<file path="src/rtl/mem_arbiter_pkg.sv">
// Shared constants for the dual-port memory arbiter: default widths, port indices
// and the low-memory window used by the monitor's bulk load/dump.
package mem_arbiter_pkg;

  localparam int ADDR_WIDTH_DEFAULT = 13;
  localparam int DATA_WIDTH_DEFAULT = 8;

  localparam int PORT_MON = 0;
  localparam int PORT_CPU = 1;

  localparam logic [12:0] LOWMEM_BASE = 13'h0000;
  localparam int          LOWMEM_SIZE = 256;

  // Last-grant pointer; reset value PTR_CPU lets the monitor win the first contention.
  typedef enum logic {
    PTR_MON = 1'b0,
    PTR_CPU = 1'b1
  } port_e;

endpackage

</file>
<file path="src/rtl/mem_arbiter_rr.sv">
// Two-way round-robin decision with a monitor lock that holds off the cpu port
// while the monitor owns the pointer.
module rr_arbiter
  import mem_arbiter_pkg::*;
(
  input  logic [1:0] eligible,
  input  port_e      last,
  input  logic       lock,
  output logic [1:0] select
);

  logic cpu_blocked;

  assign cpu_blocked = lock && (last == PTR_MON);

  always_comb begin
    select = 2'b00;
    if (eligible[PORT_MON] && eligible[PORT_CPU]) begin
      // Under lock the monitor keeps ownership even when it was granted last.
      if ((last == PTR_CPU) || cpu_blocked) begin
        select[PORT_MON] = 1'b1;
      end else begin
        select[PORT_CPU] = 1'b1;
      end
    end else if (eligible[PORT_MON]) begin
      select[PORT_MON] = 1'b1;
    end else if (eligible[PORT_CPU] && !cpu_blocked) begin
      select[PORT_CPU] = 1'b1;
    end
  end

endmodule

</file>
<file path="src/rtl/mem_arbiter.sv">
// Arbitrates a monitor port and a cpu port onto one single-port-per-direction RAM.
// Handshake: a requester holds req/we/addr/wdata until it sees its one-cycle gnt; reads return rvalid two cycles after acceptance.
module mem_arbiter
  import mem_arbiter_pkg::*;
#(
  parameter int ADDR_WIDTH = ADDR_WIDTH_DEFAULT,
  parameter int DATA_WIDTH = DATA_WIDTH_DEFAULT
) (
  input  logic                  CLK,
  input  logic                  rst,
  input  logic                  req0,
  input  logic                  req1,
  input  logic                  we0,
  input  logic                  we1,
  input  logic [ADDR_WIDTH-1:0] addr0,
  input  logic [ADDR_WIDTH-1:0] addr1,
  input  logic [DATA_WIDTH-1:0] wdata0,
  input  logic [DATA_WIDTH-1:0] wdata1,
  input  logic                  lock0,
  output logic                  gnt0,
  output logic                  gnt1,
  output logic                  rvalid0,
  output logic                  rvalid1,
  output logic [DATA_WIDTH-1:0] rdata,
  output logic                  ram_write,
  output logic [ADDR_WIDTH-1:0] ram_waddr,
  output logic [ADDR_WIDTH-1:0] ram_raddr,
  output logic [DATA_WIDTH-1:0] ram_din,
  input  logic [DATA_WIDTH-1:0] ram_dout
);

  logic [1:0]            eligible;
  logic [1:0]            select;
  logic [1:0]            rd_pend;
  port_e                 last;
  logic                  acc_we;
  logic [ADDR_WIDTH-1:0] acc_addr;
  logic [DATA_WIDTH-1:0] acc_wdata;

  // A port whose gnt is showing is still holding the old request, so it sits out.
  assign eligible = {req1 & ~gnt1, req0 & ~gnt0};

  rr_arbiter u_rr (
    .eligible (eligible),
    .last     (last),
    .lock     (lock0),
    .select   (select)
  );

  always_comb begin
    acc_we    = we0;
    acc_addr  = addr0;
    acc_wdata = wdata0;
    if (select[PORT_CPU]) begin
      acc_we    = we1;
      acc_addr  = addr1;
      acc_wdata = wdata1;
    end
  end

  always_ff @(posedge CLK) begin
    if (rst) begin
      gnt0      <= 1'b0;
      gnt1      <= 1'b0;
      rvalid0   <= 1'b0;
      rvalid1   <= 1'b0;
      rd_pend   <= 2'b00;
      ram_write <= 1'b0;
      ram_waddr <= '0;
      ram_raddr <= '0;
      ram_din   <= '0;
      last      <= PTR_CPU;
    end else begin
      gnt0      <= select[PORT_MON];
      gnt1      <= select[PORT_CPU];
      ram_write <= (|select) & acc_we;
      rd_pend   <= select & {2{~acc_we}};
      // RAM read data lands one cycle after ram_raddr, aligned with rvalid.
      rvalid0   <= rd_pend[PORT_MON];
      rvalid1   <= rd_pend[PORT_CPU];
      if (|select) begin
        last <= select[PORT_CPU] ? PTR_CPU : PTR_MON;
        if (acc_we) begin
          ram_waddr <= acc_addr;
          ram_din   <= acc_wdata;
        end else begin
          ram_raddr <= acc_addr;
        end
      end
    end
  end

  assign rdata = ram_dout;

endmodule

</file>
<file path="config.mk">
export PLATFORM = sky130hd
export DESIGN_NAME = mem_arbiter
export DESIGN_NICKNAME = d
export VERILOG_FILES = /design/src/rtl/mem_arbiter_pkg.sv /design/src/rtl/mem_arbiter_rr.sv /design/src/rtl/mem_arbiter.sv
export SDC_FILE = /design/constraint.sdc
export NUM_CORES = 1
export LEC_CHECK = 0
export ABC_AREA = 0
export CORE_ASPECT_RATIO = 0.9
export CORE_MARGIN = 5
export CORE_UTILIZATION = 39
export DETAILED_ROUTE_END_ITERATION = 8
export PLACE_DENSITY = 0.8
export SLEW_MARGIN = 20
export SYNTH_ARGS = -nofsm -noshare
export SYNTH_HDL_FRONTEND = slang
export SYNTH_SLANG_ARGS = --single-unit
</file>
<file path="constraint.sdc">
create_clock -name CLK -period 1.9 [get_ports CLK]
set_clock_uncertainty 0.1 [all_clocks]
set_input_delay 0.285 -clock CLK [delete_from_list [all_inputs] [get_ports CLK]]
set_output_delay 0.285 -clock CLK [all_outputs]
set_load 0.05 [all_outputs]
</file>
Word level (Yosys, flattened, before mapping)
Index checks and enable logic that the tools add are counted.
- register bits after elaboration: 42
- output and inout bits: 47
- word-level logic and storage cells: 36
- mux-type cells: 10
- bitwise operators: 8
- reduce and logical (&&, ||, !) cells: 8
- operator list (kind ; number):
    $mux W13 ; 1
    $mux W8 ; 1
    $mux W1 ; 7
    $not A1 Y1 ; 4
    $reduce_and A2 Y1 ; 2
    $and A1 B1 Y1 ; 3
    $logic_and A1 B1 Y1 ; 3
    $and A2 B2 Y2 ; 1
    $mux W2 ; 1
    $reduce_or A2 Y1 ; 1
    $logic_not A1 Y1 ; 1
    $logic_or A1 B1 Y1 ; 1

Longest topological paths before layout
- depth in word-level cells: 10
- mapped depth: 6
- mapped depth without buffers: 4

Hierarchy
Synthesis repeated with hierarchy kept, for this count alone.
- cell total of the unflattened synthesis: 231
- area total of the unflattened synthesis: 2268.4 um2
- modules (own cells, without submodules) (module ; instances ; cells each ; area an instance (um2) ; seq. area each (um2)):
    mem_arbiter ; 1 ; 227 ; 2243.4 ; 840.8
    rr_arbiter ; 1 ; 4 ; 25.0 ; 0.0

Worst setup path before layout
Ideal clock, no wire load.
- path type: flip-flop to flip-flop
- start: register gnt1
- end: register ram_raddr[10]
- data arrival time: 1763 ps
- slack: -75 ps
- stages on the path, launching flop included: 7
- period minus slack after synthesis: 1975 ps
- cells stage by stage: dfxtp_1 > nor2b_1 > nand3_1 > buf_2 > clkbuf_1 > nor3_1 > a2111oi_1
- word-level cells in the longest chain between the ends: 9
- RTL lines (element ; line ; source):
    start, declared ; mem_arbiter.sv:21 ; output logic gnt1,
    start signal, assigned ; mem_arbiter.sv:75 ; gnt1 <= select[PORT_CPU];
    $not A1 Y1 (*) ; mem_arbiter.sv:41 ; assign eligible = {req1 & ~gnt1, req0 & ~gnt0};
    $and A1 B1 Y1 (*) ; mem_arbiter.sv:41 ;
    $logic_and A1 B1 Y1 ; mem_arbiter_rr.sv:27 ; end else if (eligible[PORT_CPU] && !cpu_blocked) begin
    $mux W1 ; mem_arbiter_rr.sv:27 ;
    $mux W1 ; mem_arbiter_rr.sv:25 ; end else if (eligible[PORT_MON]) begin
    $mux W2 (*) ; mem_arbiter_rr.sv:18 ; if (eligible[PORT_MON] && eligible[PORT_CPU]) begin
    $mux W1 ; mem_arbiter.sv:54 ; if (select[PORT_CPU]) begin
    $not A1 Y1 (no line) ; n/a ;
    $reduce_and A2 Y1 (no line) ; n/a ;
    end signal, assigned ; mem_arbiter.sv:87 ; ram_raddr <= acc_addr;
    end, declared ; mem_arbiter.sv:27 ; output logic [ADDR_WIDTH-1:0] ram_raddr,
Every way passes the cells marked *; elsewhere a longest branch is shown, timed or not.
A chain may end at the register's enable or synchronous reset.

Worst setup path in the final report
- start: input req1
- end: register ram_waddr[2]
- word-level cells in the longest chain between the ends: 7
- RTL lines (element ; line ; source):
    start, declared ; mem_arbiter.sv:12 ; input logic req1,
    $and A1 B1 Y1 (*) ; mem_arbiter.sv:41 ;
    $logic_and A1 B1 Y1 ; mem_arbiter_rr.sv:27 ;
    $mux W1 ; mem_arbiter_rr.sv:27 ;
    $mux W1 ; mem_arbiter_rr.sv:25 ;
    $mux W2 (*) ; mem_arbiter_rr.sv:18 ;
    $mux W1 or $reduce_or A2 Y1 (tied branches) ; mem_arbiter.sv:54, mem_arbiter.sv:81 ;
    $reduce_and A2 Y1 (no line) ; n/a ;
    end signal, assigned ; mem_arbiter.sv:84 ; ram_waddr <= acc_addr;
    end, declared ; mem_arbiter.sv:26 ; output logic [ADDR_WIDTH-1:0] ram_waddr,
Marks and branches as above.

==> results.toml <==
[placed_design]
port_buffers = 87
dp_cells = 368
gp_congestion = 0.849
dp_hpwl_mm = 4.28

[global_routing]
gr-usage-all-layers_pct = 18.0
grt_pass1_wl_mm = 9.69
grt_max_degree = 38
grt_pass1_vias = 1986
antenna_found_initial = 0
grt_overflow = 0

[floorplan]
die_x_um = 84.5
core_area_mm2 = 0.00483
io_pins = 104
die_h_um = 77.1
start_util_pct = 40.3
num_rows = 24
die_area_mm2 = 0.00651

[clock_tree]
cts_max_path_buffers = 2
clk_pin_slew_ps = 80
htree_levels = 2
cts_hold_buf = 0
clock_latency_ps = 290
cts_sinks = 42
clockRootBuffer = "clkbuf_8"
postCtsSetupBuffers = 0
cts_buffers = 5
tritoncts = "done"

[sta]
timing.hold.ws_ps = 341
finalHoldViolations = 0
drv_slew = 0
fmaxAchievable_ghz = 0.534
period_share_pct = 98.6
final.min_clock_period_ps = 1870
rsz0062_at_grt = "true"
worst_pin_slew_ps = 511
setup_violations = 0
slew_headroom_pct = 65.8

[setup_path]
worstPathArrival_ps = 1970
ff2ff_setup_slack_ps = 150
endpoint_kind = "register"
worstSetupPathType = "input port to register"
required_ps = 2000
worst_setup_path_start_kind = "input port"
cp_max_fo = 22

[power_and_ir_drop]
pwr-share-clk_pct = 29.6
p_int_mw = 1.94
p_total_mw = 2.91
irDropWorstVdd_uv = 433
leakage_nw = 1.17
comb_power_share_pct = 35.0
p_sw_mw = 0.968
seqPwrFrac_pct = 35.4
powerDensity_mw_per_mm2 = 927
p_sw_share_pct = 33.3

[logic_synthesis]
syn_area_mm2 = 0.00195
synth-seq-cells = 42
syn_avg_cell_area_um2 = 8.40
netlist.area_leader.share_pct = 43.1
syn-num-nets = 289
synth_top_cell_by_area = "dfxtp_1"
synthTopCellsByArea = "dfxtp_1 (43%), nor3_1 (13%), a311oi_1 (9.4%)"
ys_seq_area_share_pct = 43.1
ys_types = 29
syn_inst = 232
synth_warnings = 0

[run_status]
status = "finished clean"

[route]
drt_iter0_markers = 133
antenna_left = 0
drc = 0
finalWirelength_mm = 6.19
via_per_inst = 5.43
dr.pass1.iters = 4
num_vias = 2046
wl_per_cell_um = 16.4

[final_layout]
final_cell_mix = "clkdlybuf4s50_1 (75), nor3_1 (49), nand2_1 (42)"
utilization_pct = 64.9
drive_gt1_share_pct = 18.3
fin_cells = 377
area_growth_pct = 60.9
mostFrequentLayoutCell = "clkdlybuf4s50_1"
antennaDiodeCount = 0
nNetsFinal = 368

[flow_run]
drv_cap = 0

[min_path]
hp-class = "register to register"
layout make-up:
cell class,count,area [µm²]
Clock inverter,2,60.1
Fill cell,398,1700
Clock buffer,6,82.6
Multi-Input combinational cell,147,1000
Inverter,13,48.8
Timing Repair Buffer,102,1020
Tap cell,65,81.3
Sequential cell,42,843
per-layer routing:
metal  vias up  wire (µm)  GRT usage, %
met5         -          0             0
met1       976       2540          22.1
met4         0         38          5.54
met3         4        465          4.07
met2        76       3140          31.2
li1        990          -             -
power by group through the flow:
stage	Sequential, mW	Clock (mW)	Combinational [mW]
finish	1.03	0.862	1.02
global placement	1.04	0	0.956
global route	1.04	0.920	1.07
CTS	1.03	0.880	0.977
floorplan	1.35	0	0.323
detailed placement	1.05	0	0.969
worst paths after layout:
| path | from | to | cells past startpoint |
|---|---|---|---|
| setup reg to reg | gnt0 | ram_raddr[0] | 4 |
| hold reg to reg | rd_pend[1] | rvalid1 | 1 |
| setup / recovery | req1 | ram_waddr[2] | 7 |
| hold / removal | rd_pend[1] | rvalid1 | 1 |
repair_timing:
| action | in CTS | in global routing |
|---|---|---|
| endpoints found under the setup margin | 2 | 35 |
| resized for setup | 4 | 18 |
| gates cloned | 0 | 1 |
| hold endpoints to repair | 0 | 0 |
synth_stat cells, drive strengths merged:
master / n
a211o: 1
inv: 13
a2111oi: 13
nor2b: 4
a21boi: 1
nor3: 49
and4b: 1
nand3b: 2
mux2: 1
clkbuf: 13
or2: 2
nand2: 42
nor2: 1
and3: 1
nand3: 1
a41o: 1
dfxtp: 42
nor4b: 1
buf: 18
nand2b: 2
o2bb2ai: 1
nor3b: 1
a311oi: 21
sequential cells by signal, indices dropped and copies added, names as in the netlist:
| name | cells |
|---|---|
| ram_din | 8 |
| gnt1 | 1 |
| ram_waddr | 13 |
| rd_pend | 2 |
| rvalid1 | 1 |
| last | 1 |
| ram_write | 1 |
| gnt0 | 1 |
| rvalid0 | 1 |
| ram_raddr | 13 |
per-stage QoR:
step           cell area, µm²  setup WS, ps  TNS [ps]
2_1_floorplan            1950          55.8         0
3_3_place_gp             2880          -266     -6930
3_5_place_dp             2880          -340     -8700
4_1_cts                  3040          9.14         0
5_1_grt                  3140         -34.0      -274
6_report                 3140          27.4         0
cells by family (layout without fill, tap and decap cells):
group	after synthesis	count (layout)	share of synthesized area, %
AND/OR/NAND/NOR	107	107	26.5
multiplexers	1	2	0.770
AO/OA/AOI/OAI	38	38	18.7
buffers and inverters	44	123	10.8
flip-flops	42	42	43.1
worst max-delay path: stages:
cell	delay, ps
clkdlybuf4s50_1	430
nor2b_2	190
buf_4	130
a41o_1	250
or2_0	270
buf_12	180
a311oi_1	230
(Power assumes the default switching activity.)
